## config.mk

```make
export PLATFORM = sky130hd
export DESIGN_NAME = booth_mul_scheduler_flat
export DESIGN_NICKNAME = d
export VERILOG_FILES = /design/src/rtl/booth_mul_scheduler_if.sv /design/src/rtl/booth_mul_scheduler.sv /design/src/flat_wrapper.sv
export SDC_FILE = /design/constraint.sdc
export NUM_CORES = 1
export LEC_CHECK = 0
export BUFFER_PORTS_ARGS = -buffer_cell sky130_fd_sc_hd__buf_2
export CAP_MARGIN = 20
export CELL_PAD_IN_SITES_DETAIL_PLACEMENT = 1
export CELL_PAD_IN_SITES_GLOBAL_PLACEMENT = 2
export CORE_MARGIN = 3
export CORE_UTILIZATION = 24
export CTS_BUF_LIST = sky130_fd_sc_hd__clkbuf_16
export CTS_CLUSTER_DIAMETER = 50
export CTS_CLUSTER_SIZE = 16
export DETAILED_ROUTE_END_ITERATION = 7
export PLACE_DENSITY = 0.75
export SLEW_MARGIN = 20
export SYNTH_ARGS = -nofsm -noshare
export SYNTH_HDL_FRONTEND = slang
export SYNTH_SLANG_ARGS = --single-unit
```

## constraint.sdc

```tcl
create_clock -name clk -period 1.6 [get_ports clk]
set_input_delay 0.16 -clock clk [delete_from_list [all_inputs] [get_ports clk]]
set_output_delay 0.16 -clock clk [all_outputs]
set_load 0.05 [all_outputs]
```

## src/rtl/booth_mul_scheduler_if.sv

```systemverilog
// Bundle between the multiplier scheduler, its requesters, the shared Booth core
// and the response consumer.
interface booth_mul_scheduler_if #(
   parameter int N_REQ = 4,
   parameter int WIDTH = 8,
   parameter int ID_W  = $clog2(N_REQ)
);
   // Handshakes: a transfer happens on a rising clk edge where valid and ready are
   // both 1; valid never waits on ready, and the payload is held while valid is up.
   logic [N_REQ-1:0]       req_valid;
   logic [N_REQ*WIDTH-1:0] req_a;
   logic [N_REQ*WIDTH-1:0] req_b;
   logic [N_REQ-1:0]       req_ready;
   logic                   mul_start;
   logic [WIDTH-1:0]       mul_a;
   logic [WIDTH-1:0]       mul_b;
   logic                   mul_done;
   logic [2*WIDTH-1:0]     mul_p;
   logic                   rsp_valid;
   logic                   rsp_ready;
   logic [ID_W-1:0]        rsp_id;
   logic [2*WIDTH-1:0]     rsp_p;
   logic                   rsp_err;
   logic                   busy;
   logic [1:0]             state_dbg;

   modport master (
      input  req_valid, req_a, req_b, mul_done, mul_p, rsp_ready,
      output req_ready, mul_start, mul_a, mul_b, rsp_valid, rsp_id, rsp_p, rsp_err,
             busy, state_dbg
   );

   modport slave (
      output req_valid, req_a, req_b, mul_done, mul_p, rsp_ready,
      input  req_ready, mul_start, mul_a, mul_b, rsp_valid, rsp_id, rsp_p, rsp_err,
             busy, state_dbg
   );
endinterface

```

## src/rtl/booth_mul_scheduler.sv

```systemverilog
// Round-robin arbiter that shares one sequential Booth multiplier core among
// N_REQ requesters, with a done watchdog and a single tagged response channel.
module booth_mul_scheduler #(
   parameter int N_REQ   = 4,
   parameter int WIDTH   = 8,
   parameter int TIMEOUT = 64
) (
   input logic                 clk,
   input logic                 rst_n,
   booth_mul_scheduler_if.master bus
);

   localparam int ID_W = $clog2(N_REQ);
   localparam int TW   = $clog2(TIMEOUT);
   localparam int PW   = 2 * WIDTH;

   localparam logic [ID_W:0]   N_REQ_W      = (ID_W + 1)'(N_REQ);
   localparam logic [ID_W-1:0] LAST_ID      = ID_W'(N_REQ - 1);
   localparam logic [TW-1:0]   TIMEOUT_LAST = TW'(TIMEOUT - 1);

   typedef enum logic [1:0] {
      IDLE  = 2'd0,
      ISSUE = 2'd1,
      WAIT  = 2'd2,
      RESP  = 2'd3
   } state_t;

   state_t            state;
   state_t            state_nxt;
   logic [ID_W-1:0]   rr_ptr;
   logic [ID_W-1:0]   gnt_id;
   logic [ID_W-1:0]   next_ptr;
   logic [ID_W-1:0]   pick;
   logic [ID_W-1:0]   idx;
   logic [ID_W:0]     sum;
   logic              pick_ok;
   logic [WIDTH-1:0]  a_arr [N_REQ];
   logic [WIDTH-1:0]  b_arr [N_REQ];
   logic [WIDTH-1:0]  a_q;
   logic [WIDTH-1:0]  b_q;
   logic [TW-1:0]     timer;
   logic [PW-1:0]     p_q;
   logic              err_q;
   logic              busy_q;
   logic [N_REQ-1:0]  ready_c;
   logic              accept;
   logic              rsp_fire;
   logic              timeout_hit;

   always_comb begin
      for (int i = 0; i < N_REQ; i++) begin
         a_arr[i] = bus.req_a[i*WIDTH +: WIDTH];
         b_arr[i] = bus.req_b[i*WIDTH +: WIDTH];
      end
   end

   // Rotating priority search starting at rr_ptr; sum stays below 2*N_REQ so one
   // conditional subtract is enough to wrap it.
   always_comb begin
      pick    = '0;
      pick_ok = 1'b0;
      sum     = '0;
      idx     = '0;
      for (int k = 0; k < N_REQ; k++) begin
         sum = {1'b0, rr_ptr} + (ID_W + 1)'(k);
         if (sum >= N_REQ_W) begin
            sum = sum - N_REQ_W;
         end
         idx = sum[ID_W-1:0];
         if (!pick_ok && bus.req_valid[idx]) begin
            pick_ok = 1'b1;
            pick    = idx;
         end
      end
   end

   assign timeout_hit = (timer == TIMEOUT_LAST);
   assign next_ptr    = (gnt_id == LAST_ID) ? '0 : gnt_id + 1'b1;

   always_comb begin
      state_nxt = state;
      ready_c   = '0;
      accept    = 1'b0;
      rsp_fire  = 1'b0;
      case (state)
         IDLE: begin
            if (pick_ok) begin
               ready_c[pick] = 1'b1;
               accept        = 1'b1;
               state_nxt     = ISSUE;
            end
         end
         ISSUE: state_nxt = WAIT;
         WAIT: begin
            if (bus.mul_done || timeout_hit) begin
               state_nxt = RESP;
            end
         end
         RESP: begin
            if (bus.rsp_ready) begin
               rsp_fire  = 1'b1;
               state_nxt = IDLE;
            end
         end
         default: state_nxt = IDLE;
      endcase
   end

   always_ff @(posedge clk or negedge rst_n) begin
      if (!rst_n) begin
         state  <= IDLE;
         rr_ptr <= '0;
         gnt_id <= '0;
         a_q    <= '0;
         b_q    <= '0;
         timer  <= '0;
         p_q    <= '0;
         err_q  <= 1'b0;
         busy_q <= 1'b0;
      end else begin
         state  <= state_nxt;
         busy_q <= (state_nxt != IDLE);
         if (accept) begin
            gnt_id <= pick;
            a_q    <= a_arr[pick];
            b_q    <= b_arr[pick];
         end
         if (state == ISSUE) begin
            timer <= '0;
         end else if (state == WAIT && !bus.mul_done && !timeout_hit) begin
            timer <= timer + 1'b1;
         end
         // A done landing on the last watchdog cycle still counts as success.
         if (state == WAIT) begin
            if (bus.mul_done) begin
               p_q   <= bus.mul_p;
               err_q <= 1'b0;
            end else if (timeout_hit) begin
               p_q   <= '0;
               err_q <= 1'b1;
            end
         end
         if (rsp_fire) begin
            rr_ptr <= next_ptr;
         end
      end
   end

   // The accept strobe is combinational, so it is gated to stay low while in reset.
   assign bus.req_ready = ready_c & {N_REQ{rst_n}};
   assign bus.mul_start = (state == ISSUE);
   assign bus.mul_a     = a_q;
   assign bus.mul_b     = b_q;
   assign bus.rsp_valid = (state == RESP);
   assign bus.rsp_id    = gnt_id;
   assign bus.rsp_p     = p_q;
   assign bus.rsp_err   = err_q;
   assign bus.busy      = busy_q;
   assign bus.state_dbg = state;

   a_ready_onehot: assert property (@(posedge clk) disable iff (!rst_n)
      $onehot0(bus.req_ready));

   a_start_pulse: assert property (@(posedge clk) disable iff (!rst_n)
      bus.mul_start |=> !bus.mul_start);

   a_rsp_stable: assert property (@(posedge clk) disable iff (!rst_n)
      (bus.rsp_valid && !bus.rsp_ready) |=>
         (bus.rsp_valid && $stable({bus.rsp_id, bus.rsp_p, bus.rsp_err})));

endmodule
```

## src/flat_wrapper.sv

```systemverilog
// flat-port wrapper written by rule: the top's interface ports become plain ports
module booth_mul_scheduler_flat 
#(
   parameter int N_REQ   = 4,
   parameter int WIDTH   = 8,
   parameter int TIMEOUT = 64
)
  (clk, rst_n, bus_req_valid, bus_req_a, bus_req_b, bus_mul_done, bus_mul_p, bus_rsp_ready, bus_req_ready, bus_mul_start, bus_mul_a, bus_mul_b, bus_rsp_valid, bus_rsp_id, bus_rsp_p, bus_rsp_err, bus_busy, bus_state_dbg);
  booth_mul_scheduler_if #(.N_REQ(N_REQ), .WIDTH(WIDTH)) bus_i ();
  input logic clk;
  input logic rst_n;
  input wire logic [$bits(bus_i.req_valid)-1:0] bus_req_valid;
  input wire logic [$bits(bus_i.req_a)-1:0] bus_req_a;
  input wire logic [$bits(bus_i.req_b)-1:0] bus_req_b;
  input wire logic [$bits(bus_i.mul_done)-1:0] bus_mul_done;
  input wire logic [$bits(bus_i.mul_p)-1:0] bus_mul_p;
  input wire logic [$bits(bus_i.rsp_ready)-1:0] bus_rsp_ready;
  output wire logic [$bits(bus_i.req_ready)-1:0] bus_req_ready;
  output wire logic [$bits(bus_i.mul_start)-1:0] bus_mul_start;
  output wire logic [$bits(bus_i.mul_a)-1:0] bus_mul_a;
  output wire logic [$bits(bus_i.mul_b)-1:0] bus_mul_b;
  output wire logic [$bits(bus_i.rsp_valid)-1:0] bus_rsp_valid;
  output wire logic [$bits(bus_i.rsp_id)-1:0] bus_rsp_id;
  output wire logic [$bits(bus_i.rsp_p)-1:0] bus_rsp_p;
  output wire logic [$bits(bus_i.rsp_err)-1:0] bus_rsp_err;
  output wire logic [$bits(bus_i.busy)-1:0] bus_busy;
  output wire logic [$bits(bus_i.state_dbg)-1:0] bus_state_dbg;
  assign bus_i.req_valid = bus_req_valid;
  assign bus_i.req_a = bus_req_a;
  assign bus_i.req_b = bus_req_b;
  assign bus_i.mul_done = bus_mul_done;
  assign bus_i.mul_p = bus_mul_p;
  assign bus_i.rsp_ready = bus_rsp_ready;
  assign bus_req_ready = bus_i.req_ready;
  assign bus_mul_start = bus_i.mul_start;
  assign bus_mul_a = bus_i.mul_a;
  assign bus_mul_b = bus_i.mul_b;
  assign bus_rsp_valid = bus_i.rsp_valid;
  assign bus_rsp_id = bus_i.rsp_id;
  assign bus_rsp_p = bus_i.rsp_p;
  assign bus_rsp_err = bus_i.rsp_err;
  assign bus_busy = bus_i.busy;
  assign bus_state_dbg = bus_i.state_dbg;
  booth_mul_scheduler #(.N_REQ(N_REQ), .WIDTH(WIDTH), .TIMEOUT(TIMEOUT)) u_core (.clk(clk), .rst_n(rst_n), .bus(bus_i));
endmodule
```

==> reports/results.txt, run 1 <==
outcome: complete, but fails checks
violated checks: negative setup slack
routed vias/inst: 4.542
reg2reg end: u_core.bus.mul_a[1]
Cells after DPL: 491
final setup fails: 22
post-route insts no fill: 515
Syn. warnings: 0
Synth top area share: 47.35%
H-Tree Level Count: 2
critical setup path kind: reg2reg
IR drop worst, VDD: 0.9888 mV
drt first pass iters: 6
width of the die: 106.6 um
DP HPWL: 6.113 mm
initial antenna violation count: 0
#FFs+latches synth: 46
Root Driver: clkbuf_16
leading area contributor after synthesis: dfrtp_1
largest net degree at the start of global routing: 36
clk_lat worst skew: 0.28 ns
Final WS setup: -0.3418 ns
Final Cycle Share: 121.4%
unrepaired setup endpoints after global routing: yes
Slew HR: 69.95%
Routed Antenna Nets: 0
Iter 0 DRT Violations: 50
Placed Area: 3521 um^2
syn_nets: 296
CP Capture Type: flop
CP Launch Type: flop
hold slack: 0.09547 ns
# diodes: 0
GRT overflow: 0
Starting Density: 24.76%
Synth Instances: 206
clk sink count: 46
first-pass GRT wire length: 12.88 mm
Final Instance Area: 4200 um^2
Syn Std Cell Area: 2431 um^2
Worst Max-Slew Pin Slew: 0.4507 ns
Final Skew: 0.007766 ns
vias in the first global route: 2568
Setup WS pre-CTS: -0.1369 ns
die area: 11370 um^2
Power Density: 2047 nW/um^2
nets@finish: 471
Remaining DRCs: 0
post-layout min period: 1.942 ns
GRT Overall Usage: 14.10%
Max Cap Viol: 0
final WL: 8.308 mm
f_max: 515.0 MHz
Mean Syn Cell Area: 11.80 um^2
Clock Tree Buf Depth: 2
reg2reg setup slack: -0.34 ns
Vias: 2339
Unique masters post-synth: 38
# rows: 36
CTS tree: built
Pwr Total: 8.596 mW
Die Span Y: 106.6 um
HP Class: in2reg
Core ar.: 9819 um^2
# IOs: 132
largest cells by area after synthesis: dfrtp_1 (47%), mux2i_1 (13%), a22o_1 (5.8%)
CTS Buf Count: 5
RePlAce Congestion: 0.7581
CP max FO: 6
Setup crit start: u_core.rr_ptr[0]
Final Hold Fails: 0
crit path DAT: 2.09 ns
Worst Path Required: 1.74 ns
Seq/Total Area, Yosys: 47.35%
r2r worst-path depth: 8
WL per Instance: 16.13 um
clock slew at reported path FFs: 0.06 ns
leak pwr: 2.066 nW
R2R Path Start: u_core.rr_ptr[0]
worst setup path endpoint: u_core.bus.mul_a[1]
Port Buf Inserts: 131
Synth-to-Final Area Change: 72.77%
Final Max Tran Viols: 0
share of layout cells above drive strength 1: 62.04%
-- power breakdown --
group / leakage (nW) / switching (mW) / internal (mW) / total (mW)
logic: 1.43 / 3.30 / 2.29 / 5.59
registers: 0.569 / 0.325 / 1.69 / 2.02
clock network: 0.0672 / 0.422 / 0.570 / 0.993
total: 2.07 / 4.04 / 4.55 / 8.60
-- cell usage after synthesis, drive strengths merged --
master  count
dfrtp      46
mux2i      32
nand2      25
a22o       16
o221ai     16
buf        12
nor2        8
o21ai       7
and3        5
nand2b      5
a21oi       3
inv         3
nor2b       3
a21o        2
and2        2
and2b       2
ha          2
mux2        2
o211ai      2
a311o       1
a311oi      1
nand3       1
nand3b      1
nand4       1
nor3        1
nor3b       1
nor4        1
o31ai       1
o32ai       1
or2         1
xnor2       1
xor2        1
-- timing repair --
item | in CTS | in global routing
endpoints found under the hold margin | 11 | 0
resized for setup | 41 | 27
endpoints found under the setup margin | 23 | 40
pin swaps | 9 | 13
buffers inserted | 7 | 4
gates cloned | 5 | 0
hold buffers | 1 | 0
-- worst min-delay path by stage --
stage	startpoint	end	cells after the start	slack, ns
after global routing	bus_mul_p[0]	u_core.bus.rsp_p[0]	2	0.08
after global placement	rst_n	u_core.bus.rsp_id[1]	2	0.23
final	bus_mul_p[9]	u_core.bus.rsp_p[9]	2	0.1
after floorplan	rst_n	u_core.bus.busy	0	-0.14
after detailed placement	rst_n	u_core.bus.busy	2	0.22
after CTS	bus_mul_p[9]	u_core.bus.rsp_p[9]	2	0.09
-- area by class of cell --
type / count / area (um^2)
tap: 133 / 166.4
inverter: 3 / 11.26
sequential: 46 / 1155
fill: 1114 / 5619
multi-input combinational: 145 / 1430
clock buffer: 5 / 125.1
timing repair buffer: 180 / 1296
clock inverter: 3 / 16.27
-- through the flow --
stage | setup TNS, ns | util [%]
final | -5.943 | 42.78
after global routing | -7.746 | 42.78
after CTS | -5.547 | 41.34
after detailed placement | -1.623 | 35.86
after global placement | -1.264 | 35.86
after floorplan | -0.4394 | -
-- placed cells by master, fill, tap and decap left out, drive strengths merged --
cell,instances
or2,1
and3,5
bufbuf,3
xor2,1
o211ai,2
nor2b,3
mux2i,32
inv,3
a22o,16
o31ai,1
o32ai,1
nor2,8
clkinv,2
clkinvlp,1
nor3b,1
nand2b,5
nand4,1
buf,176
nand3b,1
nor3,1
and2,2
clkbuf,5
nor4,1
nand2,25
a21o,2
dfrtp,46
a311oi,1
mux2,2
o21ai,7
o221ai,16
a311o,1
ha,2
dlygate4sd3,1
nand3,1
and2b,2
a21oi,3
xnor2,1
-- routing by layer --
layer / routed length [um] / global-route usage [%] / up-vias
met5: 0 / 0 / -
li1: - / - / 1123
met4: 23 / 2.192 / 0
met1: 3317 / 16.44 / 1137
met2: 4487 / 26.53 / 77
met3: 478 / 3.371 / 2
-- cells by family after synthesis --
family	synth area share, %
simple gates	11.68
compound gates	20.38
buf+inv	4.735
mux	14.10
xor+xnor	0.7207
flops	47.35
fa+ha+maj	1.029
-- state kept, by name, summed over array words and instances (netlist names) --
| signal | cells |
|---|---|
| u_core.bus.rsp_p | 16 |
| u_core.bus.mul_a | 8 |
| u_core.bus.mul_b | 8 |
| u_core.timer | 6 |
| u_core.bus.rsp_id | 2 |
| u_core.bus.state_dbg | 2 |
| u_core.rr_ptr | 2 |
| u_core.bus.busy | 1 |
| u_core.bus.rsp_err | 1 |
-- worst max-delay path, cell delays in order, from the launching register on --
cell and delay, ns:
dfrtp_1 0.37, and2b_2 0.27, o21ai_4 0.17, o211ai_4 0.12
buf_4 0.15, buf_8 0.14, bufbuf_16 0.28, mux2i_2 0.19
o221ai_1 0.13
Power figures use the tool's default switching activity.
==> run 2, diff against run 1 <==
SETUP_SLACK_MARGIN = 0.02   (was unset)
==> run 2 against run 1 <==
Effect of this change:
- the run still ends with negative setup slack left
- combinational power fell by 9.5%
- largest power group unchanged
- routed wire length fell by 4.8%
- register-to-register slack improved by 0.14 ns
- critical path type is now reg2out
- largest cell class unchanged
==> reports/results.txt, run 2 (synthesis results as in run 1) <==
largest net degree at the start of global routing: 24
Final TNS setup: -3.642 ns
Final Core Density: 40.41%
Worst Max-Slew Pin Slew: 0.3242 ns
R2R Path Start: u_core.rr_ptr[0]
Vias: 2273
Remaining DRCs: 0
nets@finish: 459
CP Capture Type: output port
# rows: 36
leak pwr: 1.998 nW
commonest non-fill, non-tap cell in the layout: buf_2
final WL: 7.913 mm
drt first pass iters: 2
reg2reg setup slack: -0.20 ns
Starting Density: 24.76%
first-pass GRT wire length: 12.10 mm
post-route insts no fill: 503
Final WS setup: -0.3068 ns
Power Density: 2126 nW/um^2
Placed Area: 3478 um^2
share of layout cells above drive strength 1: 59.46%
Multi-input gate area: 1349 um^2
# diodes: 0
CTS tree: built
CP Launch Type: flop
Final Skew: 0.007427 ns
register area: 1155 um^2
IR drop worst, VDD: 0.9536 mV
Synth-to-Final Area Change: 63.20%
Setup WS pre-CTS: -0.1696 ns
Port Buf Inserts: 131
unrepaired setup endpoints after global routing: yes
Worst Path Buf+Inv: 1
DP HPWL: 6.028 mm
Final Cycle Share: 119.2%
clk sink count: 46
combinational power share: 60.0%
Slowest-stage cell, CP: dfrtp_1
Slowest Stage Delay on Critical Path: 0.37 ns
GRT overflow: 0
WP depth: 6
worst hold stages: 2
HP Class: in2reg
Final Instance Area: 3968 um^2
Die Span Y: 106.6 um
die area: 11370 um^2
crit path DAT: 1.75 ns
width of the die: 106.6 um
Pwr Total: 8.436 mW
hold slack: 0.08861 ns
GRT Overall Usage: 13.15%
CTS Buf Count: 5
outcome: complete, but fails checks
most frequent cells in the layout: buf_2 (126), dfrtp_1 (43), buf_4 (28)
RePlAce Congestion: 0.7075
Max Cap Viol: 0
r2r worst-path depth: 7
Clock Tree Buf Depth: 2
Top Family by Delay on Critical Path: simple AND/OR/NAND/NOR gates
Slew HR: 78.39%
routed vias/inst: 4.519
reg2reg end: u_core.bus.mul_a[1]
internal power: 4.485 mW
Core ar.: 9819 um^2
clk_lat worst skew: 0.28 ns
CP max FO: 4
Hold Crit Start: bus_mul_p[3]
Iter 0 DRT Violations: 60
Worst Path Required: 1.44 ns
final setup fails: 25
clock network power share: 16.0%
Routed Antenna Nets: 0
H-Tree Level Count: 2
vias in the first global route: 2374
Root Driver: clkbuf_16
WL per Instance: 15.73 um
Sw Share: 46.84%
Cells after DPL: 486
NetSw: 3.951 mW
filler cell count: 1126
initial antenna violation count: 0
hold-critical path endpoint: u_core.bus.rsp_p[3]
Final Hold Fails: 0
# IOs: 132
Seq pwr share: 24.0%
Final Max Tran Viols: 0
violated checks: negative setup slack
number of flip-flops in the largest register: 16
clock slew at reported path FFs: 0.07 ns
critical-path cell list: and2b_2, o21ai_4, o211ai_4, nor3_4, nor3b_4, buf_6
critical setup path kind: reg2out
f_max: 524.4 MHz
post-layout min period: 1.907 ns
## run 2: cell count changes in the layout (fill, tap and decap cells not counted), sizes merged
cell and delta:
bufinv +2, buf -12, clkbuf +1, clkinvlp -1
bufbuf -1, clkinv -1
## run 2: power groups by stage
stage / clock, mW / combinational [mW] / sequential (mW)
global placement: 0 / 4.53 / 2.01
CTS: 1.41 / 4.94 / 2.02
floorplan: 0 / 1.76 / 3.59
global route: 1.44 / 5.35 / 2.11
detailed placement: 0 / 4.63 / 2.03
finish: 1.35 / 5.06 / 2.03
## run 2: final cells by class
class / count / area share (%)
clock inverters: 3 / 1.734
repair buffers: 168 / 27.53
flip-flops and latches: 46 / 29.11
clock buffers: 5 / 3.154
inverters: 3 / 0.2838
multi-input cells: 145 / 34.00
well taps: 133 / 4.194
## run 2: timing repair
action,CTS,global route
endpoints found under the setup margin,23,41
hold buffers,1,0
setup buffers,2,4
pin swaps,2,8
resized for setup,18,26
hold endpoints to repair,46,0
gates cloned,2,0
## run 2: layer usage
layer | vias to the layer above | GRT usage (%) | wire length (um)
met4 | 0 | 2.557 | 63
met5 | - | 0 | 0
met1 | 1106 | 15.50 | 3271
met3 | 4 | 3.070 | 496
li1 | 1090 | - | -
met2 | 73 | 24.33 | 4083
## run 2: how the worst max path moves through the flow
stage | endpoint | startpoint | slack [ns]
4_1_cts | bus_req_ready[3] | u_core.rr_ptr[0] | -0.32
5_1_grt | bus_req_ready[3] | u_core.rr_ptr[0] | -0.38
6_report | bus_req_ready[3] | u_core.rr_ptr[0] | -0.31
2_1_floorplan | bus_req_ready[3] | u_core.rr_ptr[0] | -0.12
3_3_place_gp | bus_req_ready[2] | bus_req_valid[1] | -0.13
3_5_place_dp | u_core.bus.mul_b[0] | u_core.rr_ptr[0] | -0.17
==> run 3, diff against run 2 <==
CELL_PAD_IN_SITES_DETAIL_PLACEMENT = unset   (was 1)
CELL_PAD_IN_SITES_GLOBAL_PLACEMENT = unset   (was 2)
CORE_UTILIZATION = 40   (was 24)
PLACE_DENSITY = 0.74   (was 0.75)
==> run 3 against run 2 <==
Effect of this change:
- the run still ends with negative setup slack left
- largest cell class unchanged
- combinational power rose by 4.7%
- register-to-register slack worse by 0.12 ns
- worst hold slack worse by 0.0033 ns
- critical path depth unchanged
- count of clock-buffer cells in the layout unchanged
- flip-flop and latch count unchanged
- highest routed layer unchanged
- utilization is 30 points higher
- cell count fell by 10%
- clock power fell by 24%
- first-iteration DRC count is 8.3% higher
- via count grew 0.66%
- routed wire length shrank 12%
==> reports/results.txt, run 3 (synthesis results as in run 1) <==
Die Span Y: 83.96 um
Final WS setup: -0.3257 ns
# IOs: 132
initial antenna violation count: 0
# rows: 27
CP max FO: 3
die area: 7049 um^2
routed vias/inst: 5.062
R2R Path Start: u_core.rr_ptr[0]
Routed Antenna Nets: 0
critical setup path kind: reg2out
Clock Tree Buf Depth: 2
H-Tree Level Count: 2
Worst Path Required: 1.44 ns
filler cell count: 407
leak pwr: 2.029 nW
# diodes: 0
hold-critical path endpoint: u_core.bus.rsp_p[6]
width of the die: 83.96 um
Final Hold Fails: 0
CP Capture Type: output port
post-route insts no fill: 452
CTS tree: built
crit path DAT: 1.77 ns
most frequent cells in the layout: buf_2 (126), dfrtp_1 (43), buf_4 (26)
share of layout cells above drive strength 1: 61.58%
reg2reg setup slack: -0.32 ns
largest net degree at the start of global routing: 26
Final Max Tran Viols: 0
final WL: 6.991 mm
WL per Instance: 15.47 um
worst hold stages: 2
Iter 0 DRT Violations: 65
GRT overflow: 0
Slew HR: 76.46%
outcome: complete, but fails checks
first-pass GRT wire length: 11.56 mm
vias in the first global route: 2382
clk_lat worst skew: 0.29 ns
commonest non-fill, non-tap cell in the layout: buf_2
reg2reg end: u_core.bus.mul_a[2]
unrepaired setup endpoints after global routing: yes
Port Buf Inserts: 131
violated checks: negative setup slack
Power Density: 2090 nW/um^2
Synth-to-Final Area Change: 64.49%
number of flip-flops in the largest register: 16
Final TNS setup: -5.548 ns
Pwr Total: 8.356 mW
Final Skew: 0.006205 ns
GRT Overall Usage: 20.09%
IR drop worst, VDD: 1.349 mV
nets@finish: 469
Hold Crit Start: bus_mul_p[6]
f_max: 519.3 MHz
Core ar.: 5709 um^2
DP HPWL: 5.247 mm
Remaining DRCs: 0
clk sink count: 46
HP Class: in2reg
Vias: 2288
post-layout min period: 1.926 ns
drt first pass iters: 4
Starting Density: 42.58%
CP Launch Type: flop
Cells after DPL: 429
RePlAce Congestion: 0.8845
Worst Max-Slew Pin Slew: 0.3499 ns
Final Cycle Share: 120.4%
r2r worst-path depth: 9
clock slew at reported path FFs: 0.07 ns
Max Cap Viol: 0
final setup fails: 20
CTS Buf Count: 5
Root Driver: clkbuf_16
[run 3: worst max path at each step]
stage | slack [ns] | start | cells past startpoint | endpoint
2_1_floorplan | -0.12 | u_core.rr_ptr[0] | 5 | bus_req_ready[3]
3_3_place_gp | -0.06 | u_core.rr_ptr[0] | 6 | bus_req_ready[3]
3_5_place_dp | -0.12 | u_core.rr_ptr[0] | 6 | bus_req_ready[3]
4_1_cts | -0.32 | u_core.rr_ptr[0] | 6 | bus_req_ready[3]
5_1_grt | -0.43 | u_core.rr_ptr[0] | 6 | bus_req_ready[3]
6_report | -0.33 | u_core.rr_ptr[0] | 6 | bus_req_ready[3]
[run 3: area by class of cell]
cell class / instances / area, um^2 / area share (%)
repair buffers: 178 / 1207 / 30.19
flip-flops and latches: 46 / 1155 / 28.88
well taps: 72 / 90.09 / 2.253
clock inverters: 3 / 22.52 / 0.5632
inverters: 3 / 11.26 / 0.2816
clock buffers: 5 / 125.1 / 3.129
multi-input cells: 145 / 1388 / 34.70
[run 3: report_power, final]
group	internal (mW)	switching, mW	total, mW	leakage [nW]
registers	1.69	0.333	2.02	0.569
clock network	0.587	0.444	1.03	0.0746
logic	2.10	3.20	5.30	1.39
total	4.38	3.98	8.36	2.03
[run 3: stage by stage]
| stage | utilization (%) | area (um^2) | worst slack [ns] | hold slack [ns] |
|---|---|---|---|---|
| finish | 70.04 | 3999 | -0.3257 | 0.08534 |
| global route | 70.04 | 3999 | -0.4315 | 0.08097 |
| CTS | 67.67 | 3864 | -0.3150 | 0.07901 |
| detailed placement | 60.55 | 3457 | -0.1195 | 0.2744 |
| global placement | 60.55 | 3457 | -0.05801 | 0.2748 |
| floorplan | - | 2506 | -0.1227 | -0.1356 |
[run 3: repair_timing]
| action | CTS | global route |
|---|---|---|
| pin swaps | 19 | 15 |
| hold buffers | 1 | 0 |
| endpoints found under the setup margin | 22 | 41 |
| buffers inserted | 7 | 6 |
| gates cloned | 1 | 1 |
| gates resized for setup | 42 | 17 |
| endpoints found under the hold margin | 21 | 0 |
[run 3: per-layer routing]
layer | wire length [um] | up-vias | global-route usage, % | part of all wire (%)
met2 | 3627 | 102 | 35.57 | 52
met1 | 2781 | 1067 | 24.58 | 40
met3 | 528 | 5 | 4.640 | 7.6
met5 | 0 | - | 0 | 0
met4 | 54 | 0 | 4.971 | 0.77
li1 | - | 1114 | - | -
[run 3: critical path, cell delays in order, from the launching register on]
cell      delay (ns)
dfrtp_1         0.38
and2b_2         0.26
o21ai_2         0.16
o211ai_4        0.11
nor3_4          0.17
nor3b_4         0.22
buf_6           0.18
